## src/rtl/seg7_pkg.sv

```systemverilog
// Shared constants for the seven-segment capture block: segment patterns,
// the invalid-digit code and the frame acquisition state type.
package seg7_pkg;
    localparam logic [6:0] SEG_D0    = 7'b0111111;
    localparam logic [6:0] SEG_D1    = 7'b0000110;
    localparam logic [6:0] SEG_D2    = 7'b1011011;
    localparam logic [6:0] SEG_D3    = 7'b1001111;
    localparam logic [6:0] SEG_D4    = 7'b1100110;
    localparam logic [6:0] SEG_D5    = 7'b1101101;
    localparam logic [6:0] SEG_D6    = 7'b1111101;
    localparam logic [6:0] SEG_D7    = 7'b0000111;
    localparam logic [6:0] SEG_D8    = 7'b1111111;
    localparam logic [6:0] SEG_D9    = 7'b1100111;
    localparam logic [6:0] SEG_BLANK = 7'b0000000;
    localparam logic [3:0] BCD_INVALID = 4'hF;

    typedef enum logic {SYNC = 1'b0, ACQ = 1'b1} cap_state_e;
endpackage

```

## src/rtl/seg7_to_bcd.sv

```systemverilog
// Combinational segment-pattern to BCD lookup.
// SEG7_CAP_ERR_EN: unknown patterns decode to BCD_INVALID and raise invalid_o.
module seg7_to_bcd
    import seg7_pkg::*;
(
    input  logic [6:0] seg_i,
    output logic [3:0] bcd_o,
    output logic       blank_o,
    output logic       invalid_o
);
    always_comb begin
        bcd_o     = 4'd0;
        blank_o   = 1'b0;
        invalid_o = 1'b0;
        case (seg_i)
            SEG_D0:    bcd_o = 4'd0;
            SEG_D1:    bcd_o = 4'd1;
            SEG_D2:    bcd_o = 4'd2;
            SEG_D3:    bcd_o = 4'd3;
            SEG_D4:    bcd_o = 4'd4;
            SEG_D5:    bcd_o = 4'd5;
            SEG_D6:    bcd_o = 4'd6;
            SEG_D7:    bcd_o = 4'd7;
            SEG_D8:    bcd_o = 4'd8;
            SEG_D9:    bcd_o = 4'd9;
            SEG_BLANK: blank_o = 1'b1;
            default: begin
`ifdef SEG7_CAP_ERR_EN
                bcd_o     = BCD_INVALID;
                invalid_o = 1'b1;
`endif
            end
        endcase
    end
endmodule

```

## src/rtl/seg7_bcd_capture.sv

```systemverilog
// Captures a multiplexed seven-segment display into BCD frames with a
// valid/ready output. SEG7_CAP_ERR_EN enables the sticky invalid-pattern flag.
module seg7_bcd_capture
    import seg7_pkg::*;
#(
    parameter int NDIG       = 4,
    parameter int STABLE_CYC = 4
) (
    input  logic              clk_i,
    input  logic              rst_n_i,
    input  logic [6:0]        seg_i,
    input  logic [NDIG-1:0]   dig_en_i,
    input  logic              out_ready_i,
    output logic              out_valid_o,
    output logic [4*NDIG-1:0] bcd_o,
    output logic [NDIG-1:0]   blank_o,
    output logic              err_o,
    output logic              ovf_o
);
    localparam int CW = (STABLE_CYC > 2) ? $clog2(STABLE_CYC) : 1;
    localparam int IW = $clog2(NDIG);
    localparam logic [CW-1:0] CNT_MAX = CW'(STABLE_CYC - 1);

    logic [6:0]        seg_q, seg_prev_q;
    logic [NDIG-1:0]   dig_q, dig_prev_q;
    logic [CW-1:0]     cnt_q, cnt_d;
    logic              capt_q, capt_d;
    cap_state_e        state_q, state_d;
    logic [NDIG-1:0]   mask_q, mask_d;
    logic [4*NDIG-1:0] fbcd_q, fbcd_d, fbcd_n;
    logic [NDIG-1:0]   fblk_q, fblk_d, fblk_n;
    logic              ov_q, ov_d, ovf_q, ovf_d;
    logic [4*NDIG-1:0] obcd_q, obcd_d;
    logic [NDIG-1:0]   oblk_q, oblk_d;
    logic [IW-1:0]     idx;
    logic [3:0]        dec_bcd;
    logic              dec_blk, dec_inv;
    logic              same, cap, done;

    seg7_to_bcd u_dec (
        .seg_i     (seg_q),
        .bcd_o     (dec_bcd),
        .blank_o   (dec_blk),
        .invalid_o (dec_inv)
    );

    // Stability tracking works purely on the registered samples.
    assign same  = (seg_q == seg_prev_q) && (dig_q == dig_prev_q) && $onehot(dig_q);
    assign cnt_d = !same ? '0 : (cnt_q == CNT_MAX) ? cnt_q : cnt_q + CW'(1);
    assign cap   = same && !capt_q && (cnt_d == CNT_MAX);
    assign capt_d = same && (capt_q || cap);

    always_comb begin
        idx = '0;
        for (int i = 0; i < NDIG; i++)
            if (dig_q[i]) idx = IW'(i);
    end

    always_comb begin
        fbcd_n = fbcd_q;
        fblk_n = fblk_q;
        fbcd_n[4*idx +: 4] = dec_bcd;
        fblk_n[idx]        = dec_blk;
        state_d = state_q;
        mask_d  = mask_q;
        fbcd_d  = fbcd_q;
        fblk_d  = fblk_q;
        done    = 1'b0;
        if (cap) begin
            if (state_q == ACQ && !mask_q[idx]) begin
                fbcd_d = fbcd_n;
                fblk_d = fblk_n;
                if ((mask_q | dig_q) == '1) begin
                    done    = 1'b1;
                    mask_d  = '0;
                    state_d = SYNC;
                end else begin
                    mask_d = mask_q | dig_q;
                end
            end else if (idx == '0) begin
                // repeated digit 0 while acquiring restarts the frame here
                fbcd_d  = fbcd_n;
                fblk_d  = fblk_n;
                mask_d  = NDIG'(1);
                state_d = ACQ;
            end else begin
                mask_d  = '0;
                state_d = SYNC;
            end
        end
    end

    always_comb begin
        ov_d   = ov_q;
        obcd_d = obcd_q;
        oblk_d = oblk_q;
        ovf_d  = ovf_q;
        if (done) begin
            if (!ov_q || out_ready_i) begin
                ov_d   = 1'b1;
                obcd_d = fbcd_n;
                oblk_d = fblk_n;
            end else begin
                ovf_d = 1'b1;
            end
        end else if (ov_q && out_ready_i) begin
            ov_d = 1'b0;
        end
    end

    always_ff @(posedge clk_i) begin
        if (!rst_n_i) begin
            seg_q      <= '0;
            seg_prev_q <= '0;
            dig_q      <= '0;
            dig_prev_q <= '0;
            cnt_q      <= '0;
            capt_q     <= 1'b0;
            state_q    <= SYNC;
            mask_q     <= '0;
            fbcd_q     <= '0;
            fblk_q     <= '0;
            ov_q       <= 1'b0;
            obcd_q     <= '0;
            oblk_q     <= '0;
            ovf_q      <= 1'b0;
        end else begin
            seg_q      <= seg_i;
            seg_prev_q <= seg_q;
            dig_q      <= dig_en_i;
            dig_prev_q <= dig_q;
            cnt_q      <= cnt_d;
            capt_q     <= capt_d;
            state_q    <= state_d;
            mask_q     <= mask_d;
            fbcd_q     <= fbcd_d;
            fblk_q     <= fblk_d;
            ov_q       <= ov_d;
            obcd_q     <= obcd_d;
            oblk_q     <= oblk_d;
            ovf_q      <= ovf_d;
        end
    end

`ifdef SEG7_CAP_ERR_EN
    logic err_q, err_d;
    assign err_d = err_q || (cap && dec_inv);
    always_ff @(posedge clk_i) begin
        if (!rst_n_i) err_q <= 1'b0;
        else          err_q <= err_d;
    end
    assign err_o = err_q;
`else
    logic unused_inv;
    assign unused_inv = dec_inv;
    assign err_o      = 1'b0;
`endif

    assign out_valid_o = ov_q;
    assign bcd_o       = obcd_q;
    assign blank_o     = oblk_q;
    assign ovf_o       = ovf_q;
endmodule

```

## config.mk

```make
export PLATFORM = sky130hd
export DESIGN_NAME = seg7_bcd_capture
export DESIGN_NICKNAME = d
export VERILOG_FILES = /design/src/rtl/seg7_pkg.sv /design/src/rtl/seg7_to_bcd.sv /design/src/rtl/seg7_bcd_capture.sv
export SDC_FILE = /design/constraint.sdc
export NUM_CORES = 1
export LEC_CHECK = 0
export ABC_AREA = 0
export BUFFER_PORTS_ARGS = -buffer_cell sky130_fd_sc_hd__buf_2
export CAP_MARGIN = 20
export CORE_AREA = 8 8 110 112
export CTS_BUF_LIST = sky130_fd_sc_hd__clkbuf_2
export DETAILED_ROUTE_END_ITERATION = 6
export DIE_AREA = 0 0 118 120
export PLACE_DENSITY = 0.55
export SYNTH_ARGS = -nofsm -noshare
export SYNTH_HDL_FRONTEND = slang
export SYNTH_HIERARCHICAL = 1
export SYNTH_SLANG_ARGS = --single-unit
```

## constraint.sdc

```tcl
create_clock -name clk_i -period 10.35 [get_ports clk_i]
set_clock_uncertainty 0.15 [all_clocks]
set_input_delay 2.07 -clock clk_i [delete_from_list [all_inputs] [get_ports clk_i]]
set_output_delay 2.07 -clock clk_i [all_outputs]
set_load 0.005 [all_outputs]
```

Word-level counts from Yosys, hierarchy flattened

Index checks and enable logic that the tools add are counted.

Flip-flop bits (word level): 72
Input port bits: 14
Output and inout port bits: 23
Logic and storage cells: 93

Add/sub/neg operators: 5
Magnitude comparators: 2
Equal/unequal tests: 17
Shift operators: 2
Mux-type cells: 29
Bitwise gates (word level): 2
Reduce and logical (&&, ||, !) cells: 22

Operators with widths:

| cell                                                                    | count |
|---|---|
| 7-bit equality test, second input constant                              | 7 |
| 4-bit one-hot mux with 9 select lines                                   | 1 |
| 4-bit negator with 34-bit output                                        | 1 |
| 4-bit by 34-bit variable shift with 16-bit output, first input constant | 1 |
| 4-bit by 34-bit variable part select with 16-bit output                 | 1 |
| 16-bit 2-to-1 mux                                                       | 2 |
| 16-bit bitwise mux                                                      | 1 |
| 4-bit 2-to-1 mux                                                        | 4 |
| 7-bit by 3-bit equality test with 1-bit output, second input constant   | 2 |
| 1-bit 2-to-1 mux                                                        | 14 |
| 2-bit AND reduction                                                     | 5 |
| 1-bit logical AND                                                       | 8 |
| 2-bit 2-to-1 mux                                                        | 4 |
| 7-bit equality test                                                     | 1 |
| 7-bit zero test                                                         | 1 |
| 1-bit by 1-bit adder with 2-bit output                                  | 2 |
| 4-bit bitwise mux                                                       | 1 |
| 2-bit equality test, second input constant                              | 2 |
| 4-bit equality test                                                     | 1 |
| 4-bit equality test, second input constant                              | 1 |
| 2-bit by 1-bit inequality test with 1-bit output, second input constant | 2 |
| 4-bit bitwise OR                                                        | 1 |
| 2-bit nonzero test                                                      | 2 |
| 2-bit by 2-bit adder with 3-bit output                                  | 1 |
| other kinds (10)                                                        | 13 |

Depth between registers and ports, before layout

Word-level depth: 11
Mapped depth: 13
Mapped depth without buffers: 10

By module

Netlist, hierarchy kept.

By module, submodules not included:

| module           | instances | cells an instance | area each (um2) |
|---|---|---|---|
| seg7_bcd_capture | 1         | 359               | 3319.4 |
| seg7_to_bcd      | 1         | 30                | 195.2 |

Worst setup path after synthesis

OpenSTA, ideal clock, no wires.

Path kind: register to register
From: register dig_q[3]
To: register obcd_q[0] (netlist: bcd_o[0])
Setup time: 0.072 ns
Arrival: 3.121 ns
Setup slack: 7.008 ns
Stages on the path, launching flop included: 14
Clock period less this slack: 3.342 ns
Cell sequence: dfxtp_1 -> clkbuf_1 -> inv_1 -> fa_1 -> inv_1 -> ha_1 -> ha_1 -> nor3b_1 -> nand4_1 -> or4_4 -> buf_6 -> nor3_4 -> buf_6 -> mux2i_1

Word-level cells in the longest chain between the ends: 9
Elaborated cells between the ends (all ways): 25
Those cells by class: add/sub (3); eq/ne (4); shift (2); mux (8); bitwise (1); reduce/logical (7)

RTL lines:

| element                                                      | RTL line                | text |
|---|---|---|
| start, declared                                              | seg7_bcd_capture.sv:25  | `logic [NDIG-1:0] dig_q, dig_prev_q;` |
| start signal, assigned                                       | seg7_bcd_capture.sv:130 | `dig_q <= dig_en_i;` |
| 1-bit by 1-bit adder with 2-bit output (not written as such) | seg7_bcd_capture.sv:48  | `assign same = (seg_q == seg_prev_q) && (dig_q == dig_prev_q) && $onehot(dig_q);` |
| 2-bit by 2-bit adder with 3-bit output (not written as such) | seg7_bcd_capture.sv:48  |  |
| 3-bit by 1-bit equality test with 1-bit output               | seg7_bcd_capture.sv:48  |  |
| 1-bit logical AND                                            | seg7_bcd_capture.sv:48  |  |
| 2-bit 2-to-1 mux                                             | seg7_bcd_capture.sv:49  | `assign cnt_d = !same ? '0 : (cnt_q == CNT_MAX) ? cnt_q : cnt_q + CW'(1);` |
| 2-bit equality test                                          | seg7_bcd_capture.sv:50  | `assign cap = same && !capt_q && (cnt_d == CNT_MAX);` |
| 1-bit logical AND                                            | seg7_bcd_capture.sv:50  |  |
| 1-bit 2-to-1 mux                                             | seg7_bcd_capture.sv:69  | `if (cap) begin` |
| 2-bit AND reduction (no line)                                | -                       |  |
| end signal, assigned                                         | seg7_bcd_capture.sv:124 | `obcd_q <= '0;` |
| end signal, assigned                                         | seg7_bcd_capture.sv:139 | `obcd_q <= obcd_d;` |
| end, declared                                                | seg7_bcd_capture.sv:33  | `logic [4*NDIG-1:0] obcd_q, obcd_d;` |

Several ways; a longest one is shown, not always the timed one. The select of a mux whose other input is x is not followed.
A chain may end at the register's enable or synchronous reset.

Final worst setup path

From: register dig_q[3]
To: register obcd_q[12] (netlist: bcd_o[12])

The elaborated chain is that of the path after synthesis.

==> impl_metrics.py <==
metrics = {
    "power": {
        "pwr-share-comb": 0.084,
        "p_seq_frac": 0.566,
        "powerDensity_nw_per_um2": 131,
        "p_leak_nw": 1.43,
        "vdd_ir_drop_max_v": 0.0000578,
        "power.switching_mw": 0.132,
        "clkPwrFrac": 0.351,
        "netSwitchingFraction": 0.258,
        "power.internal_mw": 0.378,
    },
    "worst_setup_path": {
        "cp_num_buf_inv": 3,
        "cp.required_ns": 10.66,
        "end_kind": "flop",
        "cp_slowest_cell": "or4_4",
        "cp_cell_sequence": "inv_1 -> fa_1 -> inv_1 -> ha_1 -> ha_1 -> nor3b_1 -> nand4_1 -> or4_4 -> nor3_4 -> buf_16 -> mux2i_1",
        "cp.arrival_ns": 4.17,
        "reg2reg_setup_slack_ns": 6.49,
        "critPathTopFamily": "simple AND/OR/NAND/NOR gates",
        "slowest_delay_ns": 0.66,
        "crit_type": "reg2reg",
        "cp_max_fo": 15,
        "worstReg2RegEnd": "bcd_o[12]",
        "worstReg2RegStart": "dig_q[3]",
        "ff2ff_path_depth": 11,
        "start_kind": "flop",
    },
    "timing": {
        "hold_viol": 0,
        "fin_crit_sh": 0.373,
        "setup_ws_ns": 6.49,
        "setup_viol": 0,
        "rsz0062_at_grt": "false",
        "fmax_ghz": 0.259,
        "slew_headroom": 0.478,
        "fin_crit_ns": 3.86,
        "worst_pin_slew_ns": 0.783,
        "tns_ns": 0,
        "finalMaxSlewViolations": 0,
    },
    "routing": {
        "drc_errors": 0,
        "wl_per_cell_microns": 12.7,
        "vias": 2563,
        "ant_nets": 0,
        "drtIter0Drc": 122,
        "viasPerCell": 4.63,
        "wl_microns": 7030,
        "first_pass_iters": 4,
    },
    "finish": {
        "syn_to_final_growth_pct": 10.6,
        "fin_nets": 433,
        "n_fill_cell": 1088,
        "drive_gt1_frac": 0.162,
        "n_antenna_cell": 0,
    },
    "clocking": {
        "clock_latency_ns": 0.51,
        "clk_pin_slew_ns": 0.20,
        "ctsResizeCount": 0,
        "cts_buffer_depth": 2,
        "clkSinkCount": 72,
        "cts_hold_buf": 0,
        "cts_tree": "built",
        "htree_num_levels": 3,
        "cts_buffers": 9,
        "cts_root_buf": "clkbuf_2",
        "post_cts_buffers": 0,
    },
    "hold_path": {
        "hold_depth": 1,
        "hold_class": "reg2reg",
        "min-delay-start": "cnt_q[0]",
        "hold_path_end": "cnt_q[0]",
    },
    "grt": {
        "first_global_vias": 2645,
        "grt_usage": 0.105,
        "grt_remaining_overflow": 0,
        "antenna_found_initial": 0,
        "grt_max_degree": 88,
        "grt_pass1_wl_microns": 12300,
    },
    "synthesis": {
        "synth_nets": 411,
        "netlist_instances": 387,
        "syn-cell-area_sq_um": 3500,
        "yosysWarnings": 6,
        "syn_avg_cell_area_sq_um": 9.05,
    },
    "place": {
        "dp_hpwl_microns": 4960,
        "io_buffers": 35,
        "gp_congestion": 0.805,
        "dp_slack_ns": 6.53,
    },
    "floorplan": {
        "io_pins": 37,
        "core_sq_um": 10500,
        "start_util": 0.333,
        "die-area_sq_um": 14200,
        "die_h_microns": 120,
        "std_cell_rows": 38,
        "die_w_microns": 118,
    },
    "run": {
        "maxCapViolCount": 0,
    },
    "run_status": {
        "outcome": "finished clean",
    },
}
cells in the final DEF (no fill, tap or decap), drive strengths merged, types with 2 or more instances in the layout:
cell and count:
a21boi 2, a21oi 8, a22o 4, and2 21, and3 2, and3b 3
buf 37, bufinv 2, clkbuf 10, clkinv 2, clkinvlp 2, dfxtp 72
ha 9, inv 26, mux2 5, mux2i 39, nand2 67, nand2b 2
nand3 9, nand4 14, nor2 14, nor2b 2, nor3 6, nor3b 4
nor4 2, o211ai 5, o21a 3, o21ai 3, o22ai 13, o31ai 3
xnor2 12, xor2 2
per-stage QoR:
stage                     power (mW)  area [sq um]  cells  utilization  hold WS [ns]
after global placement         0.336          3710    537        0.354         0.278
final                          0.509          3880    554        0.369         0.307
after CTS                      0.518          3880    554        0.369         0.315
after floorplan                0.327          3500    387            -         0.267
after global routing           0.535          3880    554        0.369         0.340
after detailed placement       0.336          3740    538        0.356         0.282
power groups by stage:
stage	Clock, mW	Combinational [mW]	Sequential, mW
4_1_cts	0.186	0.0431	0.288
3_5_place_dp	0	0.0426	0.294
6_report	0.179	0.0426	0.288
5_1_grt	0.197	0.0488	0.289
2_1_floorplan	0	0.0362	0.290
3_3_place_gp	0	0.0425	0.293
routing by layer:
layer | wire (microns) | GRT usage
met4 | 148 | 0.0552
met2 | 3030 | 0.161
met1 | 3600 | 0.134
met5 | 0 | 0
met3 | 252 | 0.0249
worst reg2reg max path: cells and delay by family, from the launching register on:
family        cells  cell delay [ns]
fa+ha+maj         3             0.94
mux               1             0.22
flops             1             0.49
simple gates      4             1.57
buf+inv           3             0.44
flip-flops by register name, summed over array words and instances, names as in the netlist, 7 cells and up:
signal / flops
bcd_o: 16
seg_prev_q: 7
fbcd_q: 16
seg_q: 7
layout make-up:
| class | instances | area [sq um] | share of cell area |
|---|---|---|---|
| Multi-Input combinational cell | 263 | 1820 | 0.469 |
| Sequential cell | 72 | 1440 | 0.372 |
| Timing Repair Buffer | 37 | 210 | 0.0542 |
| Tap cell | 140 | 175 | 0.0452 |
| Inverter | 26 | 97.6 | 0.0252 |
| Clock inverter | 6 | 83.8 | 0.0216 |
| Clock buffer | 10 | 50.0 | 0.0129 |
how the worst max path moves through the flow:
stage          startpoint    endpoint  slack (ns)  cells after the start
6_report         dig_q[3]   bcd_o[12]        6.49                     11
5_1_grt          dig_q[3]  blank_o[1]        6.23                     11
4_1_cts          dig_q[3]   bcd_o[12]        6.49                     11
3_5_place_dp     dig_q[3]   bcd_o[12]        6.53                     11
3_3_place_gp     dig_q[3]   bcd_o[14]        6.27                     10
2_1_floorplan    dig_q[3]    bcd_o[0]        7.01                     13
Note: power is estimated with default switching activity, not from simulation.
